===== config.mk =====
export PLATFORM = sky130hd
export DESIGN_NAME = id_ex_stage
export DESIGN_NICKNAME = d
export VERILOG_FILES = /design/src/rtl/id_ex_stage_pkg.sv /design/src/rtl/id_ex_stage_forward_unit.sv /design/src/rtl/id_ex_stage.sv
export SDC_FILE = /design/constraint.sdc
export NUM_CORES = 1
export LEC_CHECK = 0
export BUFFER_PORTS_ARGS = -buffer_cell sky130_fd_sc_hd__buf_2
export CAP_MARGIN = 20
export CORE_AREA = 2 2 162 164
export CTS_CLUSTER_DIAMETER = 50
export DETAILED_ROUTE_END_ITERATION = 7
export DIE_AREA = 0 0 164 166
export PLACE_DENSITY = 0.66
export SLEW_MARGIN = 20
export SYNTH_ARGS = -nofsm -noshare
export SYNTH_HDL_FRONTEND = slang
export SYNTH_SLANG_ARGS = --single-unit

===== constraint.sdc =====
create_clock -name clk -period 1.8 [get_ports clk]
set_input_delay 0.09 -clock clk [delete_from_list [all_inputs] [get_ports clk]]
set_output_delay 0.09 -clock clk [all_outputs]
set_load 0.05 [all_outputs]

===== src/rtl/id_ex_stage_pkg.sv =====
// Shared encodings for the ID/EX pipeline stage: forward selects, result
// source codes and the ALU operation codes carried through this stage.
package id_ex_stage_pkg;

    typedef enum logic [1:0] {
        FWD_REG = 2'b00,
        FWD_W   = 2'b01,
        FWD_M   = 2'b10
    } fwd_sel_e;

    localparam logic [1:0] RESULT_ALU = 2'b00;
    localparam logic [1:0] RESULT_MEM = 2'b01;
    localparam logic [1:0] RESULT_PC4 = 2'b10;

    localparam logic [3:0] ALU_ADD    = 4'b0000;
    localparam logic [3:0] ALU_SUB    = 4'b0001;
    localparam logic [3:0] ALU_AND    = 4'b0010;
    localparam logic [3:0] ALU_OR     = 4'b0011;
    localparam logic [3:0] ALU_XOR    = 4'b0100;
    localparam logic [3:0] ALU_SLT    = 4'b0101;
    localparam logic [3:0] ALU_SLTU   = 4'b0110;
    localparam logic [3:0] ALU_SLL    = 4'b0111;
    localparam logic [3:0] ALU_SRL    = 4'b1000;
    localparam logic [3:0] ALU_LUI    = 4'b1001;
    localparam logic [3:0] ALU_NOP    = 4'b1010;
    localparam logic [3:0] ALU_SRA    = 4'b1011;
    localparam logic [3:0] ALU_PASS_B = 4'b1111;

    // The memory stage holds the younger result, so it is checked first;
    // x0 is hard-wired zero and must never be forwarded.
    function automatic fwd_sel_e fwd_select(
        input logic [4:0] rs,
        input logic [4:0] rd_m,
        input logic       we_m,
        input logic [4:0] rd_w,
        input logic       we_w
    );
        if (we_m && (rd_m != 5'd0) && (rd_m == rs))
            return FWD_M;
        else if (we_w && (rd_w != 5'd0) && (rd_w == rs))
            return FWD_W;
        else
            return FWD_REG;
    endfunction

endpackage


===== src/rtl/id_ex_stage_forward_unit.sv =====
// Operand forward-select generation for the execute stage, driven by the
// registered source addresses and the M/W destination writes.
module forward_unit
    import id_ex_stage_pkg::*;
(
    input  logic [4:0] Rs1E,
    input  logic [4:0] Rs2E,
    input  logic [4:0] RdM,
    input  logic       RegWriteM,
    input  logic [4:0] RdW,
    input  logic       RegWriteW,
    output logic [1:0] ForwardAE,
    output logic [1:0] ForwardBE
);

    assign ForwardAE = fwd_select(Rs1E, RdM, RegWriteM, RdW, RegWriteW);
    assign ForwardBE = fwd_select(Rs2E, RdM, RegWriteM, RdW, RegWriteW);

endmodule


===== src/rtl/id_ex_stage.sv =====
// ID/EX pipeline register with same-cycle operand forwarding and ALU source
// selection; flush and reset both load a zeroed bubble.
module id_ex_stage
    import id_ex_stage_pkg::*;
#(
    parameter int DATA_WIDTH = 32
) (
    input  logic                  clk,
    input  logic                  rst,
    input  logic                  FlushE,
    input  logic                  StallE,
    input  logic [DATA_WIDTH-1:0] RD1D,
    input  logic [DATA_WIDTH-1:0] RD2D,
    input  logic [DATA_WIDTH-1:0] PCD,
    input  logic [DATA_WIDTH-1:0] ImmExtD,
    input  logic [4:0]            Rs1D,
    input  logic [4:0]            Rs2D,
    input  logic [4:0]            RdD,
    input  logic                  RegWriteD,
    input  logic                  MemWriteD,
    input  logic                  JumpD,
    input  logic                  BranchD,
    input  logic                  ALUSrcAD,
    input  logic                  ALUSrcBD,
    input  logic [1:0]            ResultSrcD,
    input  logic [3:0]            ALUControlD,
    input  logic [DATA_WIDTH-1:0] ALUResultM,
    input  logic [4:0]            RdM,
    input  logic                  RegWriteM,
    input  logic [DATA_WIDTH-1:0] ResultW,
    input  logic [4:0]            RdW,
    input  logic                  RegWriteW,
    output logic [DATA_WIDTH-1:0] SrcAE,
    output logic [DATA_WIDTH-1:0] SrcBE,
    output logic [3:0]            ALUControlE,
    output logic [DATA_WIDTH-1:0] WriteDataE,
    output logic [DATA_WIDTH-1:0] PCE,
    output logic [DATA_WIDTH-1:0] ImmExtE,
    output logic [4:0]            RdE,
    output logic [4:0]            Rs1E,
    output logic [4:0]            Rs2E,
    output logic                  RegWriteE,
    output logic                  MemWriteE,
    output logic                  JumpE,
    output logic                  BranchE,
    output logic                  ValidE,
    output logic [1:0]            ResultSrcE
);

    logic [DATA_WIDTH-1:0] rd1_p1, rd2_p1, pc_p1, imm_p1;
    logic [4:0]            rs1_p1, rs2_p1, rd_p1;
    logic                  reg_write_p1, mem_write_p1, jump_p1, branch_p1;
    logic                  alu_src_a_p1, alu_src_b_p1, vld_p1;
    logic [1:0]            result_src_p1;
    logic [3:0]            alu_ctrl_p1;

    // ---- D -> E stage boundary ----
    always_ff @(posedge clk) begin
        if (rst || FlushE) begin
            rd1_p1        <= '0;
            rd2_p1        <= '0;
            pc_p1         <= '0;
            imm_p1        <= '0;
            rs1_p1        <= 5'd0;
            rs2_p1        <= 5'd0;
            rd_p1         <= 5'd0;
            reg_write_p1  <= 1'b0;
            mem_write_p1  <= 1'b0;
            jump_p1       <= 1'b0;
            branch_p1     <= 1'b0;
            alu_src_a_p1  <= 1'b0;
            alu_src_b_p1  <= 1'b0;
            result_src_p1 <= RESULT_ALU;
            alu_ctrl_p1   <= ALU_ADD;
            vld_p1        <= 1'b0;
        end else if (!StallE) begin
            rd1_p1        <= RD1D;
            rd2_p1        <= RD2D;
            pc_p1         <= PCD;
            imm_p1        <= ImmExtD;
            rs1_p1        <= Rs1D;
            rs2_p1        <= Rs2D;
            rd_p1         <= RdD;
            reg_write_p1  <= RegWriteD;
            mem_write_p1  <= MemWriteD;
            jump_p1       <= JumpD;
            branch_p1     <= BranchD;
            alu_src_a_p1  <= ALUSrcAD;
            alu_src_b_p1  <= ALUSrcBD;
            result_src_p1 <= ResultSrcD;
            alu_ctrl_p1   <= ALUControlD;
            vld_p1        <= 1'b1;
        end
    end

    logic [1:0] fwd_a, fwd_b;

    forward_unit u_forward_unit (
        .Rs1E      (rs1_p1),
        .Rs2E      (rs2_p1),
        .RdM       (RdM),
        .RegWriteM (RegWriteM),
        .RdW       (RdW),
        .RegWriteW (RegWriteW),
        .ForwardAE (fwd_a),
        .ForwardBE (fwd_b)
    );

    // ---- E stage: forwarding and ALU source muxes ----
    logic [DATA_WIDTH-1:0] fwd_a_data, fwd_b_data;

    always_comb begin
        fwd_a_data = rd1_p1;
        case (fwd_a)
            FWD_M:   fwd_a_data = ALUResultM;
            FWD_W:   fwd_a_data = ResultW;
            default: fwd_a_data = rd1_p1;
        endcase
    end

    always_comb begin
        fwd_b_data = rd2_p1;
        case (fwd_b)
            FWD_M:   fwd_b_data = ALUResultM;
            FWD_W:   fwd_b_data = ResultW;
            default: fwd_b_data = rd2_p1;
        endcase
    end

    assign SrcAE       = alu_src_a_p1 ? pc_p1  : fwd_a_data;
    assign SrcBE       = alu_src_b_p1 ? imm_p1 : fwd_b_data;
    assign WriteDataE  = fwd_b_data;
    assign ALUControlE = alu_ctrl_p1;
    assign PCE         = pc_p1;
    assign ImmExtE     = imm_p1;
    assign RdE         = rd_p1;
    assign Rs1E        = rs1_p1;
    assign Rs2E        = rs2_p1;
    assign RegWriteE   = reg_write_p1;
    assign MemWriteE   = mem_write_p1;
    assign JumpE       = jump_p1;
    assign BranchE     = branch_p1;
    assign ValidE      = vld_p1;
    assign ResultSrcE  = result_src_p1;

endmodule

==> results.md, run 1 <==
Placement:
- Once detailed placement completed, the half-perimeter wirelength came to around 28,000 um.
- Input and output buffers added on the ports amount to 420.
- The placed instances occupy a cell area of 13,000 um2.
- The number of placed instances, taps included, is about 1.7k.
- The routability congestion estimate from global placement is between 0.9 and 1.

Floorplan:
- The die is between 150 and 200 um tall.
- The count of standard-cell rows is 59.
- The die is ~160 um wide.
- For this configuration, the core starts out at a cell density of 0.317.
- The die area is about 27,000 um2.
- The area of the core is about 26,000 um2.
- about 420 I/O pins were placed.

Global routing:
- In the global route stage, overall resource usage came out at 0.291.
- The first global-routing pass estimated between 60,000 and 70,000 um of wire.
- After global routing the overflow that remains totals 0.
- The pin count of the biggest net entering global routing is 43.
- The initial antenna violation count was 9.
- The number of global-route vias before repair is between 10k and 15k.

Setup path:
- STA puts the critical path data required time at ~1.7 ns.
- STA classifies the critical path startpoint as a register.
- STA puts the critical path data arrival time at between 2 and 3 ns.
- The library cell appearing most often on the critical path is buf_6.
- The stage delay of the slowest cell on the critical path is 0.35 ns.
- Among cell families on the critical path, the largest total delay comes from buffers and inverters.
- For this design, the slowest cell found on the critical path is dfxtp_4.
- The critical path is of the reg -> out type.
- Walking the worst path, the cells encountered are buf_6 > xnor2_4 > nand4_1 > buf_6 > buf_12 > buf_12 > o31ai_4 > a31oi_4 > mux2_4 > buf_6.
- The maximum net fanout on the critical path is 8.
- The number of buffers and inverters on the critical path is 5.
- The category of the worst setup path capture point is a primary output.

Detailed routing:
- The via count of the routed design is roughly 9.9k.
- The top layer used by detailed routing is met5.
- In this run the remaining antenna-violating nets after routing total 0.
- After detailed routing, the number of remaining DRC violations is 0.
- After detailed routing, the met3 layer carries between 2000 and 3000 um of wire.
- After detailed routing, the number of vias per cell comes to 5.10.
- The first detailed-routing pass ran for 5 iterations.
- After detailed routing, the average wire length per cell comes to between 20 and 25 um.
- In this run, the number of DRC markers left after iteration 0 of detailed routing was about 660.
- The routed metal-1 wirelength is between 15,000 and 20,000 um.
- The routed wire length is roughly 42,000 um.
- After detailed routing, the met2 layer carries 20,500 um of wire.

Outcome:
- The run finished, with violations left.
- The final reports fail on setup timing.

Logic synthesis:
- Synthesis produced a netlist with a net count of 1,132.
- The mapped cell area is 8130 um2.
- The post-synthesis area per instance is roughly 9.1 um2.
- The Yosys warning count is 0.
- The simple-gate share of the synthesized area is 0.153.
- After synthesis, the share of cell area in mux cells is 0.248.
- The complex-gate fraction of the synthesized area came to 0.136.
- The synthesized netlist cell count is 897.
- The count of distinct cell types in the synthesized netlist is 34.
- The dominant combinational cell family by area after synthesis is multiplexers.
- Of the total synthesized cell area, the portion taken by XOR and XNOR cells is 0.0216.
- In this run, synthesis produced a sequential element count of around 160.
- The share of the Yosys chip area taken by registers is 0.384.
- The fraction of the mapped netlist area in adder cells is 0.

STA:
- In the finished design, the share of the clock period the worst path needs comes to 1.48.
- The maximum clock frequency is 0.375 GHz.
- The routed design could run at a clock period as short as ~2.7 ns.
- The number of setup violations in the final report is 96.
- On the final layout, the worst clock skew is 0 ns.
- The total count of hold-check failures in the final report is 0.
- For the pin with the worst max-slew slack, the measured transition is approximately 0.55 ns.
- In this run the tightest slew margin relative to its limit is 0.634.
- The total count of max-transition violations in the final report is 0.
- The slack of the critical path is -0.867 ns.
- The minimum hold slack is approximately 0.15 ns.
- Setup repair after global routing could not meet its margin everywhere.

Clock tree:
- The clock passes through at most 2 buffers.
- The clock slew seen by the registers of the worst setup and hold paths is around 0.080 ns.
- The clock tree root driver cell is clkbuf_16.
- Clock tree synthesis inserted a total of 17 buffers.
- The clock reaches the later pin of the worst-skew pair after about 0.42 ns.
- CTS built an H-tree with a depth of 4.
- TritonCTS built the clock tree.
- The number of clock sinks is 156.

Hold path:
- In this run the worst hold path is classified as in -> reg.

Power:
- The total power divided by cell area is about 630 nW/um2.
- The design draws about 11 mW.
- VDD sags by at most between 500 and 600 uV.
- The leakage dissipation is 7.56 nW.

Cells and area:
- The area growth from synthesis to layout is 109%.
- The cell area after layout is between 15,000 and 20,000 um2.
- In the layout the commonest cells are 323 x buf_2, 167 x nor2_1, 157 x mux2i_1.
- The most common cell after layout, fill and taps aside is buf_2.
- Counting the fill cells in the layout gives ~1.9k.
- The proportion of layout cells with a drive suffix above 1 is 0.521.
- The post-route core utilization is 0.663.
- The number of nets in the layout is about 1.8k.
- Once layout is complete, the cells apart from fillers number 1,946.

Job:
- The tool flagged a number of max-cap violations equal to 0.
==> area by class of cell <==
cell class / instances / area, um2 / area share
Tap cell: 335 / 419 / 0.0247
Antenna cell: 7 / 17.5 / 0.00103
Inverter: 27 / 101 / 0.00597
Clock inverter: 15 / 176 / 0.0104
Multi-Input combinational cell: 633 / 6290 / 0.370
Clock buffer: 17 / 425 / 0.0251
Timing Repair Buffer: 756 / 6380 / 0.376
Sequential cell: 156 / 3170 / 0.187
==> cells by family after synthesis <==
group,Yosys count
simple gates,289
mux,200
flops,156
compound gates,124
buf+inv,108
xor+xnor,20
==> cells in the mapped netlist <==
master / number / area share
mux2i_1: 187 / 0.23
or4_1: 2 / 0.0018
nand2_1: 20 / 0.0092
clkbuf_1: 51 / 0.024
and2_1: 1 / 0.00077
inv_1: 27 / 0.012
a211oi_1: 19 / 0.018
nand3_1: 1 / 0.00062
mux2_2: 13 / 0.018
buf_4: 4 / 0.0037
nor3_1: 40 / 0.025
a31oi_1: 13 / 0.010
o211ai_2: 1 / 0.0015
a21oi_1: 7 / 0.0043
clkbuf_4: 1 / 0.00092
xor2_1: 6 / 0.0065
xnor2_1: 14 / 0.015
nand4_1: 16 / 0.012
nor2b_1: 1 / 0.00077
buf_2: 8 / 0.0049
buf_1: 14 / 0.0065
o21ai_0: 1 / 0.00062
a221oi_1: 2 / 0.0022
a221oi_2: 24 / 0.044
nor2_1: 196 / 0.091
and4_1: 1 / 0.0011
buf_6: 3 / 0.0042
nor4_4: 1 / 0.0026
nand2b_1: 6 / 0.0046
o31a_1: 19 / 0.020
dfxtp_1: 156 / 0.38
or2_1: 3 / 0.0023
o31ai_1: 38 / 0.035
nor3_4: 1 / 0.0020
==> repair_timing <==
action	in CTS	in global routing
pin swaps	28	40
hold buffers	155	0
buffers inserted	28	28
endpoints found under the setup margin	96	96
endpoints found under the hold margin	155	0
gates cloned	4	1
resized for setup	274	74
==> report_power, final <==
| group | total [mW] | leakage (nW) | switching, mW | internal (mW) |
|---|---|---|---|---|
| registers | 3.66 | 1.28 | 0.109 | 3.55 |
| logic | 3.23 | 5.98 | 1.79 | 1.44 |
| clock network | 3.87 | 0.296 | 1.76 | 2.11 |
==> worst min-delay path: cells and delay by family <==
kind / cells / cell delay [ns]
buffers and inverters: 1 / 0.21
muxes: 1 / 0.17
and+or+nand+nor: 1 / 0.07
==> final timing paths <==
check	startpoint	end	slack, ns	depth (start not counted)
setup / recovery	Rs2E[4]	SrcBE[28]	-0.87	10
hold / removal	StallE	rd1_p1[13]	0.15	3
setup reg to reg	Rs1E[0]	Rs1E[0]	0.80	5
hold reg to reg	ValidE	ValidE	0.46	2
==> sequential cells by signal, indices dropped and copies added, names as in the netlist <==
signal and flops:
JumpE 1, Rs1E 5, rd2_p1 32, ResultSrcE 2
ImmExtE 32, rd1_p1 32, MemWriteE 1, Rs2E 5
ALUControlE 4, RdE 5, alu_src_b_p1 1, RegWriteE 1
ValidE 1, PCE 32, alu_src_a_p1 1, BranchE 1
==> metal layers <==
layer,vias up,track usage
met5,-,0
met4,2,0.0961
met3,94,0.0637
met2,442,0.485
met1,4798,0.371
li1,4592,-
==> per-stage QoR <==
step / setup TNS, ns / worst slack (ns)
2_1_floorplan: -31.23 / -0.457
6_report: -69.55 / -0.867
4_1_cts: -68.11 / -0.850
3_5_place_dp: -41.50 / -0.630
5_1_grt: -78.77 / -0.969
3_3_place_gp: -39.72 / -0.608
(Power assumes the default switching activity.)
==> run 2: changes to the inputs <==
==> constraint.sdc (replaced) <==
create_clock -name clk -period 1.8 [get_ports clk]
set_input_delay 0.54 -clock clk [delete_from_list [all_inputs] [get_ports clk]]
set_output_delay 0.54 -clock clk [all_outputs]
set_load 0.05 [all_outputs]
==> results.md, run 2 (same netlist as run 1, synthesis figures left out) <==
Power:
- The switching share of power is 0.331 (was 0.340).
- The clock share of power is 0.366 (was 0.359).
- The power share of the sequential group is 0.346 (was 0.340).
- The portion of total power attributed to combinational logic is 0.288 (was 0.300).
- The switching power total is 3.51 mW (was 3.66 mW).
- The worst voltage drop across the vdd grid is 505 uV (was 508 uV).
- The internal portion of total power is 7.09 mW (was 7.10 mW).
- The total power divided by cell area is 683 nW/um2 (was 634 nW/um2).
- The leakage dissipation is 6.94 nW (was 7.56 nW).

Detailed routing:
- The number of nets still failing antenna checks after routing came to 0 (unchanged).
- The first-pass iteration count of the detailed router is 5 (unchanged).
- The via count of the routed design came to 9,321 (was 9,928).
- The number of design rule violations left after detail routing is 0 (unchanged).
- The routed wire length is 40,800 um (was 41,700 um).
- The final routed wire length divided by cell count came to 22.6 um (was 21.4 um).
- The routed via count divided by cell count is 5.16 (was 5.10).
- The detailed router's first-iteration violation count is 556 (was 661).

Cells and area:
- Commonest cells after routing, fill and taps aside: 318 x buf_2, 174 x mux2i_1, 158 x nor2_1 (was 323 x buf_2, 167 x nor2_1, 157 x mux2i_1).
- The most common cell after layout, fill and taps aside is buf_2 (unchanged).
- The post-route core utilization is 0.606 (was 0.663).
- The final-layout fill cell count came to 2,090 (was 1,865).
- The layout overhead on the synthesized area is 90.9% (was 109%).
- The proportion of layout cells with a drive suffix above 1 was 0.579 (was 0.521).
- The total area of multi-input combinational cells was 6160 um2 (was 6290 um2).
- The number of nets in the layout was 1,688 (was 1,826).
- The combined flip-flop and latch cell area is 3150 um2 (was 3170 um2).

Global routing:
- The global routing usage on met1 is 0.309 (was 0.371).
- The most congested layer reported by global routing is met2 (unchanged).
- The pin count of the biggest net entering global routing is 107 (was 43).
- The remaining global-route overflow is 0 (unchanged).
- The global routing usage on met2 is 0.515 (was 0.485).
- The first-pass GRT wire length is 57,100 um (was 60,100 um).
- The total track usage came to 0.281 (was 0.291).
- The initial antenna violation count was 7 (was 9).
- The number of global-route vias before repair came to 9,541 (was 10.3k).
- The met3 usage in global routing is 0.0647 (was 0.0637).

Setup path:
- The length in cells of the worst reg-to-reg path came to 4 (was 5).
- The library cell contributing the largest single delay on the critical path is dfxtp_2 (was dfxtp_4).
- Cell-by-cell listing of the critical path: buf_6 > xnor2_2 > nand4_1 > buf_6 > nor3_4 > buf_12 > a211oi_2 > buf_4 > o31ai_4 > buf_12 (was buf_6 > xnor2_4 > nand4_1 > buf_6 > buf_12 > buf_12 > o31ai_4 > a31oi_4 > mux2_4 > buf_6).
- The register-to-register path setup slack is 0.73 ns (was 0.80 ns).
- The beginning of the critical path is Rs2E[0] (was Rs2E[4]).
- The arrival time reported for the critical path endpoint is 2.63 ns (was 2.58 ns).
- The maximum net fanout on the critical path came to 11 (was 8).
- The launching element type of the critical path is a register (unchanged).
- The required time reported for the critical path endpoint is 1.26 ns (was 1.71 ns).
- The critical register-to-register path startpoint is alu_src_a_p1 (was Rs1E[0]).
- The category of the worst setup path capture point is a primary output (unchanged).
- The critical path start-end classification is reg -> out (unchanged).
- The stage delay of the slowest cell on the critical path is 0.34 ns (was 0.35 ns).
- The endpoint of the worst-slack reg-to-reg timing path is alu_src_a_p1 (was Rs1E[0]).
- The critical path endpoint is SrcBE[25] (was SrcBE[28]).

Clock tree:
- The number of clock sinks is 156 (unchanged).
- The clock tree root driver cell is clkbuf_16 (unchanged).
- The number of buffers added by the clock tree synthesis step is 17 (unchanged).
- The number of buffers on the longest clock path was 2 (unchanged).
- The number of H-tree levels was 4 (unchanged).
- The clock slew seen by the registers of the worst setup and hold paths is 0.07 ns (was 0.08 ns).
- The clock insertion delay at the later pin of the skew report is 0.42 ns (about the same).
- The TritonCTS clock tree is built (unchanged).

Outcome:
- Status: complete, but fails checks (unchanged).
- Violated checks: setup timing (unchanged).

STA:
- The worst-margin pin slew was 0.605 ns (was 0.548 ns).
- The relative max-transition margin is 0.597 (was 0.634).
- The total count of max-transition violations in the final report is 0 (unchanged).
- The total count of hold-check failures in the final report is 0 (unchanged).
- The minimum clock period after layout is 3.17 ns (was 2.67 ns).
- Unrepaired setup endpoints after global routing: true (unchanged).
- The slack of the critical path came to -1.37 ns (was -0.867 ns).
- The final critical-path share of the clock period came to 1.76 (was 1.48).
- The minimum hold slack is 0.347 ns (was 0.153 ns).
- The maximum clock frequency is 0.315 GHz (was 0.375 GHz).
- The worst clock skew is 0 ns (unchanged).
- The number of setup violations in the final report is 96 (unchanged).

Job:
- The number of maximum-capacitance constraint violations came to 0 (unchanged).

Placement:
- The half-perimeter wire length of the detailed placement result is 29,200 um (was 28,200 um).
- The port buffer count is 420 (unchanged).
- The routability congestion estimate from global placement came to 0.903 (was 0.953).

Floorplan:
- The area of the core came to 25,600 um2 (unchanged).
- The number of ports placed on the die boundary is 421 (unchanged).
- The initial core utilization is 0.317 (unchanged).
- The width of the die is 164 um (unchanged).
- The count of standard-cell rows is 59 (unchanged).
- The die area came to 27,200 um2 (unchanged).
- The vertical die dimension is 166 um (unchanged).

Hold path:
- The classification of the worst-slack hold path is in -> reg (unchanged).
run 2: cell count changes in the layout (fill, tap and decap cells not counted), moves of 9 or more:
cell	previous run	this run
buf_6	114	100
mux2i_4	12	1
mux2i_1	157	174
dlygate4sd3_1	155	0
buf_4	102	127
nor2_1	167	158
run 2: power by group through the flow:
stage               clock (mW)  sequential (mW)  combinational, mW
floorplan                    0             3.94               1.39
global placement             0             3.73               2.54
detailed placement           0             3.73               2.56
CTS                       3.93             3.66               2.93
global route              4.09             3.67               3.18
finish                    3.88             3.66               3.05
run 2: through the flow:
step                      area [um2]  setup slack, ns  instances  TNS, ns  power (mW)
after floorplan                 9230            -1.10        897   -96.37        5.33
after global placement         12900            -1.60       1728  -135.81        6.26
after detailed placement       12900            -1.55       1728  -136.17        6.29
after CTS                      15000            -1.31       1782  -116.16        10.5
after global routing           15500            -1.46       1805  -129.14        10.9
final                          15500            -1.37       1805  -120.57        10.6
run 2: area by class of cell:
class                   instances  share of cell area
well taps                     335              0.0270
flip-flops and latches        156               0.203
inverters                      27             0.00653
repair buffers                618               0.326
diodes                          4            0.000645
clock buffers                  22              0.0313
clock inverters                10             0.00823
multi-input cells             633               0.397
run 2: worst min path at each step:
stage / from / end / slack [ns] / depth (start not counted)
after global routing: PCD[22] / PCE[22] / 0.34 / 3
after detailed placement: ValidE / ValidE / 0.45 / 2
after floorplan: rd1_p1[0] / rd1_p1[0] / 0.46 / 2
final: ALUControlD[1] / ALUControlE[1] / 0.35 / 3
after global placement: ValidE / ValidE / 0.44 / 2
after CTS: ImmExtD[29] / ImmExtE[29] / 0.33 / 3
run 2: repair_timing:
item / in CTS / in global routing
gates cloned: 6 / 3
endpoints found under the setup margin: 96 / 97
endpoints found under the hold margin: 0 / 0
resized for setup: 299 / 72
buffers inserted: 20 / 23
hold buffers: 0 / 0
pin swaps: 31 / 25
run 2: worst max-delay path: cells and delay by family, from the launching register on:
kind	cells	cell delay, ns
AOI/OAI and AO/OA	2	0.36
buffers and inverters	5	0.89
xor gates and xnor gates	1	0.19
and+or+nand+nor	2	0.42
DFF	1	0.34
run 2: metal layers:
metal,vias to the layer above,wire [um]
met4,6,1440
met1,4473,15200
li1,4309,-
met2,458,21300
met3,75,2820
met5,-,36
